`src/rtl/counter_array_pkg.sv`:
```
// Package: counter_array_pkg
// Purpose: shared types and helpers for the counter_array_gen counter bank.
//   cnt_mode_t : per-channel behaviour on reaching the all-ones value
//                (CNT_WRAP rolls over to 0, CNT_SAT holds at max).
//   cnt_max()  : all-ones value for a counter of the given width (up to 64 bits).
package counter_array_pkg;

  typedef enum logic {CNT_WRAP = 1'b0, CNT_SAT = 1'b1} cnt_mode_t;

  localparam int unsigned CNT_MAX_W = 64;

  function automatic logic [CNT_MAX_W-1:0] cnt_max(input int unsigned width);
    logic [CNT_MAX_W-1:0] v;
    v = '0;
    for (int unsigned i = 0; i < CNT_MAX_W; i++) begin
      if (i < width) v[i] = 1'b1;
    end
    return v;
  endfunction

endpackage

```
`src/rtl/counter_channel.sv`:
```
// Module: counter_channel
// Purpose: one WIDTH-bit unsigned up-counter with clear, load, enable,
//   wrap/saturate mode, one-cycle terminal-count pulse and sticky overflow.
// Ports:
//   c       in  clock, rising edge
//   rn      in  asynchronous reset, active-low
//   en      in  count enable
//   clr     in  synchronous clear (highest priority)
//   ld      in  synchronous load of ld_val (beats en)
//   ld_val  in  load value
//   sat     in  mode: 0 = wrap, 1 = saturate
//   ovf_clr in  clears the sticky overflow flag
//   cnt     out counter value
//   tc      out terminal-count pulse
//   ovf     out sticky overflow flag
module counter_channel
  import counter_array_pkg::*;
#(
  parameter int WIDTH = 16
) (
  input  logic             c,
  input  logic             rn,
  input  logic             en,
  input  logic             clr,
  input  logic             ld,
  input  logic [WIDTH-1:0] ld_val,
  input  logic             sat,
  input  logic             ovf_clr,
  output logic [WIDTH-1:0] cnt,
  output logic             tc,
  output logic             ovf
);

  localparam logic [WIDTH-1:0] MAX = WIDTH'(cnt_max(WIDTH));

  cnt_mode_t mode;
  logic      hit;

  assign mode = cnt_mode_t'(sat);

  // A hit is an increment attempt at max that is not pre-empted by clr/ld.
  // In saturate mode the counter stays at max, so every further enabled
  // cycle is another hit and tc stays high.
  assign hit = en && !clr && !ld && (cnt == MAX);

  always_ff @(posedge c or negedge rn) begin
    if (!rn) begin
      cnt <= '0;
      tc  <= 1'b0;
      ovf <= 1'b0;
    end else begin
      tc <= hit;
      // Set wins over clear when both happen on the same edge.
      if (hit)          ovf <= 1'b1;
      else if (ovf_clr) ovf <= 1'b0;

      if (clr)                  cnt <= '0;
      else if (ld)              cnt <= ld_val;
      else if (hit)             cnt <= (mode == CNT_SAT) ? MAX : '0;
      else if (en)              cnt <= cnt + 1'b1;
    end
  end

endmodule

```
`src/rtl/counter_array_gen.sv`:
```
// Module: counter_array_gen
// Purpose: bank of NCH independent WIDTH-bit event counters with a
//   registered single-channel readout port.
// Ports:
//   c        in  clock, rising edge
//   rn       in  asynchronous reset, active-low
//   en       in  [NCH]        per-channel count enable
//   clr      in  [NCH]        per-channel synchronous clear
//   ld       in  [NCH]        per-channel synchronous load
//   ld_val   in  [WIDTH]      load value shared by all channels
//   sat      in  [NCH]        per-channel mode: 0 = wrap, 1 = saturate
//   ovf_clr  in               clears all sticky overflow flags
//   rd_req   in               readout request
//   rd_sel   in  [SELW]       readout channel index
//   cnt      out [NCH*WIDTH]  counter values, channel i at [i*WIDTH +: WIDTH]
//   tc       out [NCH]        terminal-count pulses
//   ovf      out [NCH]        sticky overflow flags
//   rd_data  out [WIDTH]      readout data (holds when rd_valid is low)
//   rd_valid out              readout valid, one cycle per request
module counter_array_gen
  import counter_array_pkg::*;
#(
  parameter  int NCH   = 8,
  parameter  int WIDTH = 16,
  localparam int SELW  = (NCH > 1) ? $clog2(NCH) : 1
) (
  input  logic                 c,
  input  logic                 rn,
  input  logic [NCH-1:0]       en,
  input  logic [NCH-1:0]       clr,
  input  logic [NCH-1:0]       ld,
  input  logic [WIDTH-1:0]     ld_val,
  input  logic [NCH-1:0]       sat,
  input  logic                 ovf_clr,
  input  logic                 rd_req,
  input  logic [SELW-1:0]      rd_sel,
  output logic [NCH*WIDTH-1:0] cnt,
  output logic [NCH-1:0]       tc,
  output logic [NCH-1:0]       ovf,
  output logic [WIDTH-1:0]     rd_data,
  output logic                 rd_valid
);

  localparam int NSEL = 2 ** SELW;

  for (genvar i = 0; i < NCH; i++) begin : gen_ch
    counter_channel #(
      .WIDTH (WIDTH)
    ) u_ch (
      .c       (c),
      .rn      (rn),
      .en      (en[i]),
      .clr     (clr[i]),
      .ld      (ld[i]),
      .ld_val  (ld_val),
      .sat     (sat[i]),
      .ovf_clr (ovf_clr),
      .cnt     (cnt[i*WIDTH +: WIDTH]),
      .tc      (tc[i]),
      .ovf     (ovf[i])
    );
  end

  // Readout mux padded to the full rd_sel range; indices beyond the last
  // channel read as zero, so no bounds check is needed at the register.
  logic [WIDTH-1:0] rd_mux [NSEL];

  for (genvar j = 0; j < NSEL; j++) begin : gen_rd_mux
    if (j < NCH) begin : g_ch
      assign rd_mux[j] = cnt[j*WIDTH +: WIDTH];
    end else begin : g_pad
      assign rd_mux[j] = '0;
    end
  end

  // ---- readout register stage: captures the pre-update counter value ----
  always_ff @(posedge c or negedge rn) begin
    if (!rn) begin
      rd_data  <= '0;
      rd_valid <= 1'b0;
    end else begin
      rd_valid <= rd_req;
      if (rd_req) rd_data <= rd_mux[rd_sel];
    end
  end

endmodule

```
`config.mk`:
```
export PLATFORM = sky130hd
export DESIGN_NAME = counter_array_gen
export DESIGN_NICKNAME = d
export VERILOG_FILES = /design/src/rtl/counter_array_pkg.sv /design/src/rtl/counter_channel.sv /design/src/rtl/counter_array_gen.sv
export SDC_FILE = /design/constraint.sdc
export NUM_CORES = 1
export LEC_CHECK = 0
export BUFFER_PORTS_ARGS = -buffer_cell sky130_fd_sc_hd__buf_2
export CAP_MARGIN = 20
export CORE_MARGIN = 2
export CORE_UTILIZATION = 44
export DETAILED_ROUTE_END_ITERATION = 10
export MAX_ROUTING_LAYER = met4
export PLACE_DENSITY = 0.66
export SLEW_MARGIN = 20
export SYNTH_ARGS = -nofsm -noshare
export SYNTH_HDL_FRONTEND = slang
export SYNTH_SLANG_ARGS = --single-unit
```
`constraint.sdc`:
```
create_clock -name c -period 4.6 [get_ports c]
set_clock_uncertainty 0.2 [all_clocks]
set_input_delay 0.46 -clock c [delete_from_list [all_inputs] [get_ports c]]
set_output_delay 0.46 -clock c [all_outputs]
set_load 0.005 [all_outputs]
```
==> impl_metrics.py, run 1 <==
metrics = {
    "run_status": {
        "status": "finished, final reports clean",
    },
    "timing": {
        "tns_ns": 0,
        "max_slew_margin_pct": 34.0,
        "min_period_over_period_pct": 62.1,
        "setup_viol": 0,
        "period_needed_ns": 2.86,
        "hold-worst-slack_ns": 0.115,
        "rsz0062_at_grt": "no",
        "finalHoldViolations": 0,
        "tightestPinTransition_ns": 0.990,
        "final_max_slew_viol_count": 0,
        "max_freq_mhz": 350,
    },
    "global_route": {
        "grt_util_all_layers_pct": 33.0,
        "grt_pass1_vias": 10100,
        "grt_max_degree": 101,
        "gr-total-overflow": 0,
        "antenna_found_initial": 0,
        "grt_pass1_wl_mm": 63.1,
    },
    "floorplanning": {
        "num_io_pins": 216,
        "fp.dieArea_um2": 25700,
        "initial_core_util_pct": 44.5,
        "core_area_um2": 24200,
        "rows": 57,
        "fp.dieH_um": 160,
        "die_w_um": 160,
    },
    "synthesis": {
        "yosysMostFrequentCell": "dfrtp_1",
        "yosysWarningCount": 0,
        "yosysTopAreaCell": "dfrtp_1",
        "synth.top_cells.by_count": "161 x dfrtp_1, 146 x nor2_1, 70 x o22ai_1",
        "ys_types": 76,
        "synth_area_leaders": "dfrtp_1 37%, mux4_2 6.5%, nor2_1 5.1%",
        "synth_nets": 1253,
        "synth-main-ff-cell": "dfrtp_1",
        "avgSynthCellArea_um2": 9.05,
        "async_flop_share_pct": 100,
        "netlist_area_um2": 10800,
        "postSynthCellCount": 1190,
        "ys_ff_latch": 161,
        "synth_top_area_share_pct": 37.4,
        "synth-edff-count": 0,
        "yosysSeqAreaShare_pct": 37.4,
    },
    "pwr": {
        "p_clk_share_pct": 37.9,
        "p_per_area_nw_per_um2": 303,
        "p_leak_uw": 0.00564,
        "combPwrFrac_pct": 16.9,
        "pwr-share-seq_pct": 45.2,
        "p_int_uw": 2560,
        "ir_drop_v": 0.000188,
        "p_sw_uw": 1210,
        "sw_frac_of_total_pct": 32.1,
        "power.total_uw": 3770,
    },
    "placement": {
        "io_buffers": 215,
        "post_dp_cell_area_um2": 11900,
        "hpwl_mm": 29.7,
        "place_congestion": 0.951,
    },
    "worst_setup_path": {
        "slowest_stage": "a2111oi_0",
        "cp-start-kind": "register",
        "cp_max_fo": 10,
        "path_cells": "ha_1, nand3_1, nor4_4, nand2_1, a2111oi_0, nor3_1",
        "critPathRequiredTime_ns": 4.70,
        "cp.arrival_ns": 2.96,
        "max_stage_delay_ns": 0.62,
        "cp-end-kind": "register",
        "worstSetupPathType": "register to register",
    },
    "worst_hold_path": {
        "min-delay-path-class": "primary input to register",
    },
    "clocking": {
        "htreeDepth": 4,
        "clkTransAtPathRegs_ns": 0.07,
        "cts_resized": 0,
        "numCtsBuffers": 17,
        "root_buffer": "clkbuf_16",
        "post-cts-setup-buffers": 0,
        "cts_tree": "done",
        "clk_latency_ns": 0.43,
        "ctsLongestPathBuffers": 2,
        "clock-sinks": 161,
    },
    "job": {
        "max_cap_violations": 0,
    },
    "final_layout": {
        "num-nets-final": 1408,
        "fin_area_um2": 12500,
        "num_antenna_cells": 0,
        "post-route-util_pct": 51.5,
        "fillers": 2315,
        "drive_above_1_share_pct": 22.8,
        "syn_to_final_growth_pct": 15.6,
    },
    "detailed_routing": {
        "vias_per_cell": 6.52,
        "wl_mm": 41.5,
        "vias": 11000,
        "drc": 0,
        "detail_route.wl_per_cell_um": 24.7,
        "drt_iter0_markers": 1285,
        "first_pass_iters": 5,
        "drtAntennaViolNets": 0,
    },
}
==> critical path, delay by kind of cell, from the launching register on <==
kind            cells  cell delay (ns)
fa+ha+maj           1             0.26
compound gates      1             0.62
simple gates        4             1.11
flops               1             0.53
==> cell type report <==
class                      instances  area (um2)  share of cell area, %
multi-input combinational        900        6150                   49.4
sequential                       161        4030                   32.3
timing repair buffer             218        1110                   8.91
clock buffer                      19         453                   3.64
tap                              324         405                   3.25
inverter                          47         181                   1.46
clock inverter                    13         124                  0.995
==> sequential cells by signal, indices dropped and copies added (netlist names) <==
register	count
gen_ch.u_ch.ovf	8
gen_ch.u_ch.tc	8
rd_valid	1
gen_ch.u_ch.cnt	128
rd_data	16
==> kinds of logic (layout without fill, tap and decap cells) <==
group                      after synthesis  after routing  synth area share, %
xor gates and xnor gates                64             64                 5.21
DFF                                    161            161                 37.4
AOI/OAI and AO/OA                      343            343                 21.6
adders and majority gates                8              8                0.930
buffers and inverters                  129            297                 5.46
muxes                                   60             60                 9.34
and+or+nand+nor                        425            425                 20.1
==> power by group through the flow <==
stage | Combinational (uW) | Clock [uW] | Sequential, uW
after floorplan | 359 | 0 | 1650
after global placement | 623 | 0 | 1720
after detailed placement | 628 | 0 | 1720
after CTS | 631 | 1450 | 1690
after global routing | 693 | 1500 | 1710
final | 636 | 1430 | 1700
==> stage by stage <==
stage,cells,setup slack (ns)
floorplan,1190,2.25
global placement,1649,1.76
detailed placement,1649,1.69
CTS,1682,1.77
global route,1682,1.57
finish,1682,1.74
==> timing repair <==
action                                 CTS  global route
hold buffers                             1             0
setup endpoints to repair                0             0
endpoints found under the hold margin   22             0
==> routing by layer <==
| layer | part of all wire (%) | track usage (%) |
|---|---|---|
| met5 | 0 | - |
| met4 | 3.4 | 11.5 |
| met3 | 11 | 4.57 |
| met2 | 45 | 48.6 |
| met1 | 41 | 47.0 |
==> layout by cell type (no fill, tap or decap), types with 17 or more instances in the layout <==
master and n:
o22ai_1 70, inv_1 45, and3_1 22, o21ai_0 35, nor4_1 19, a21o_1 17
nor2_1 146, a21oi_1 65, buf_2 213, mux4_2 31, nand4_1 30, nand2_1 55
xnor2_1 27, a211oi_1 19, nor3_1 36, dfrtp_1 161, nand3_1 41, mux2i_1 27
a22oi_1 54, clkbuf_16 17, xor2_1 37
==> worst paths after layout <==
path	from	to	slack (ns)	cells past startpoint
setup / recovery	gen_ch[2].u_ch.cnt[1]$_DFFE_PN0P_	gen_ch[2].u_ch.cnt[1]$_DFFE_PN0P_	1.74	6
hold / removal	sat[0]	gen_ch[0].u_ch.cnt[12]$_DFFE_PN0P_	0.11	3
setup reg to reg	gen_ch[2].u_ch.cnt[1]$_DFFE_PN0P_	gen_ch[2].u_ch.cnt[1]$_DFFE_PN0P_	1.74	6
hold reg to reg	gen_ch[0].u_ch.ovf$_DFFE_PN0P_	gen_ch[0].u_ch.ovf$_DFFE_PN0P_	0.27	1
max in group asynchronous	rn	rd_data[6]$_DFFE_PN0P_	2.62	3
min in group asynchronous	rn	gen_ch[3].u_ch.cnt[14]$_DFFE_PN0P_	0.46	2
Note: power is estimated with default switching activity, not from simulation.
==> run 2, diff against run 1 <==
==> constraint.sdc (replaced) <==
create_clock -name c -period 2.7 [get_ports c]
set_clock_uncertainty 0.2 [all_clocks]
set_input_delay 0.27 -clock c [delete_from_list [all_inputs] [get_ports c]]
set_output_delay 0.27 -clock c [all_outputs]
set_load 0.005 [all_outputs]
==> impl_metrics.py, run 2 (synthesized netlist as in run 1, its figures left out) <==
metrics = {
    "run_status": {
        "status": "finished, final reports clean",
    },
    "timing": {
        "tns_ns": 0,
        "period_needed_ns": 2.49,
        "setup_viol": 0,
        "min_period_over_period_pct": 92.3,
        "rsz0062_at_grt": "no",
        "finalHoldViolations": 0,
        "final_max_slew_viol_count": 0,
        "max_slew_margin_pct": 47.6,
        "setup_slack_ns": 0.207,
        "max_freq_mhz": 401,
        "tightestPinTransition_ns": 0.785,
    },
    "worst_setup_path": {
        "worstSetupPathType": "register to register",
        "cp.arrival_ns": 2.65,
        "r2r-start": "gen_ch[5].u_ch.cnt[0]$_DFFE_PN0P_",
        "r2r_cells": 7,
        "rrSetupSlack_ns": 0.21,
        "critPathRequiredTime_ns": 2.85,
        "r2r-end": "gen_ch[5].u_ch.cnt[11]$_DFFE_PN0P_",
        "cp-end-kind": "register",
        "cp-endpoint": "gen_ch[5].u_ch.cnt[11]$_DFFE_PN0P_",
        "crit_start": "gen_ch[5].u_ch.cnt[0]$_DFFE_PN0P_",
        "cp_max_fo": 11,
        "cp-start-kind": "register",
    },
    "floorplanning": {
        "die_w_um": 160,
        "rows": 57,
        "fp.dieH_um": 160,
        "num_io_pins": 216,
        "core_area_um2": 24200,
        "initial_core_util_pct": 44.5,
        "fp.dieArea_um2": 25700,
    },
    "placement": {
        "io_buffers": 215,
        "place_congestion": 1.01,
        "hpwl_mm": 32.3,
        "dp_slack_ns": 0.272,
    },
    "clocking": {
        "root_buffer": "clkbuf_16",
        "clk_latency_ns": 0.44,
        "post-cts-setup-buffers": 0,
        "htreeDepth": 4,
        "numCtsBuffers": 17,
        "clock-sinks": 161,
        "clkTransAtPathRegs_ns": 0.07,
        "ctsLongestPathBuffers": 2,
        "cts_tree": "done",
    },
    "final_layout": {
        "largest_register_ffs": 128,
        "top_register": "gen_ch.u_ch.cnt",
        "num-nets-final": 1524,
        "drive_above_1_share_pct": 28.2,
        "fillers": 2207,
        "ff_latch_area_um2": 4030,
        "final_cell_mix": "214 x buf_2, 161 x dfrtp_1, 146 x nor2_1, 105 x buf_4, 70 x o22ai_1",
        "reg_top3": "gen_ch.u_ch.cnt x128, rd_data x16",
        "multi_input_area_um2": 6150,
        "post-route-util_pct": 55.4,
        "final_common_cell": "buf_2",
        "syn_to_final_growth_pct": 24.3,
    },
    "global_route": {
        "grt_pass1_wl_mm": 67.2,
        "grtUsageMet3_pct": 7.72,
        "top_usage_layer": "met2",
        "use_met1_pct": 47.2,
        "grt_max_degree": 58,
        "grt_pass1_vias": 10800,
        "met2_usage_pct": 51.3,
        "grt_util_all_layers_pct": 35.3,
        "gr-total-overflow": 0,
        "antenna_found_initial": 1,
    },
    "worst_hold_path": {
        "min_from": "clr[2]",
        "min-delay-path-class": "primary input to register",
    },
    "pwr": {
        "p_leak_uw": 0.00623,
        "p_per_area_nw_per_um2": 492,
        "ir_drop_v": 0.000378,
    },
    "detailed_routing": {
        "drc": 0,
        "vias": 11500,
        "detail_route.wl_per_cell_um": 24.5,
        "drt_iter0_markers": 1616,
        "wl_mm": 44.2,
        "first_pass_iters": 6,
        "vias_per_cell": 6.40,
        "drtAntennaViolNets": 0,
    },
    "job": {
        "max_cap_violations": 0,
    },
}
[run 2: cell count changes in the layout (fill, tap and decap cells not counted), sizes merged]
cell / before / now
buf: 217 / 323
dlygate4sd3: 1 / 11
diode: 0 / 3
clkbuf: 19 / 17
clkinv: 5 / 7
clkinvlp: 3 / 2
inv: 51 / 52
[run 2: cell type report]
cell class / instances / share of cell area (%)
Sequential cell: 161 / 30.1
Clock inverter: 15 / 1.08
Inverter: 47 / 1.36
Multi-Input combinational cell: 900 / 46.0
Antenna cell: 3 / 0.0561
Timing Repair Buffer: 334 / 15.2
Tap cell: 324 / 3.03
Clock buffer: 17 / 3.18
[run 2: timing repair]
action / 4_1_cts / 5_1_grt
gates resized for setup: 0 / 0
hold endpoints to repair: 59 / 0
hold buffers: 11 / 0
endpoints found under the setup margin: 0 / 0
[run 2: per-stage QoR]
step | instance area, um2 | power, uW | std cells | hold WS (ns)
after floorplan | 10800 | 3420 | 1190 | -0.226
after global placement | 12700 | 4120 | 1755 | 0.0675
after detailed placement | 12700 | 4140 | 1755 | 0.0652
after CTS | 13400 | 6570 | 1798 | 0.00194
after global routing | 13400 | 6820 | 1799 | 0.0259
final | 13400 | 6580 | 1801 | 0.0181
[run 2: report_power, final]
part / total (uW) / internal, uW / switching [uW]
clock network: 2440 / 1290 / 1140
logic: 1370 / 572 / 800
registers: 2770 / 2560 / 209
[run 2: routing by layer]
layer  wire length (um)  vias up
met1              18000     5604
met5                  0        -
met3               4590      142
met4               2110        0
li1                   -     5043
met2              19500      744
[run 2: how the worst min path moves through the flow]
stage                                               endpoint  depth (start not counted)
final                      gen_ch[2].u_ch.cnt[8]$_DFFE_PN0P_                          2
after global routing       gen_ch[4].u_ch.cnt[1]$_DFFE_PN0P_                          3
after CTS                  gen_ch[2].u_ch.cnt[8]$_DFFE_PN0P_                          2
after detailed placement  gen_ch[3].u_ch.cnt[15]$_DFFE_PN0P_                          1
after global placement     gen_ch[2].u_ch.cnt[1]$_DFFE_PN0P_                          1
after floorplan            gen_ch[0].u_ch.cnt[0]$_DFFE_PN0P_                          0
[run 2: critical path, cell delays in order (launching register included)]
cell	delay [ns]
dfrtp_1	0.36
ha_1	0.22
nand3_1	0.20
or3_1	0.43
or2_2	0.35
inv_1	0.36
o22ai_1	0.11
o21ai_0	0.17
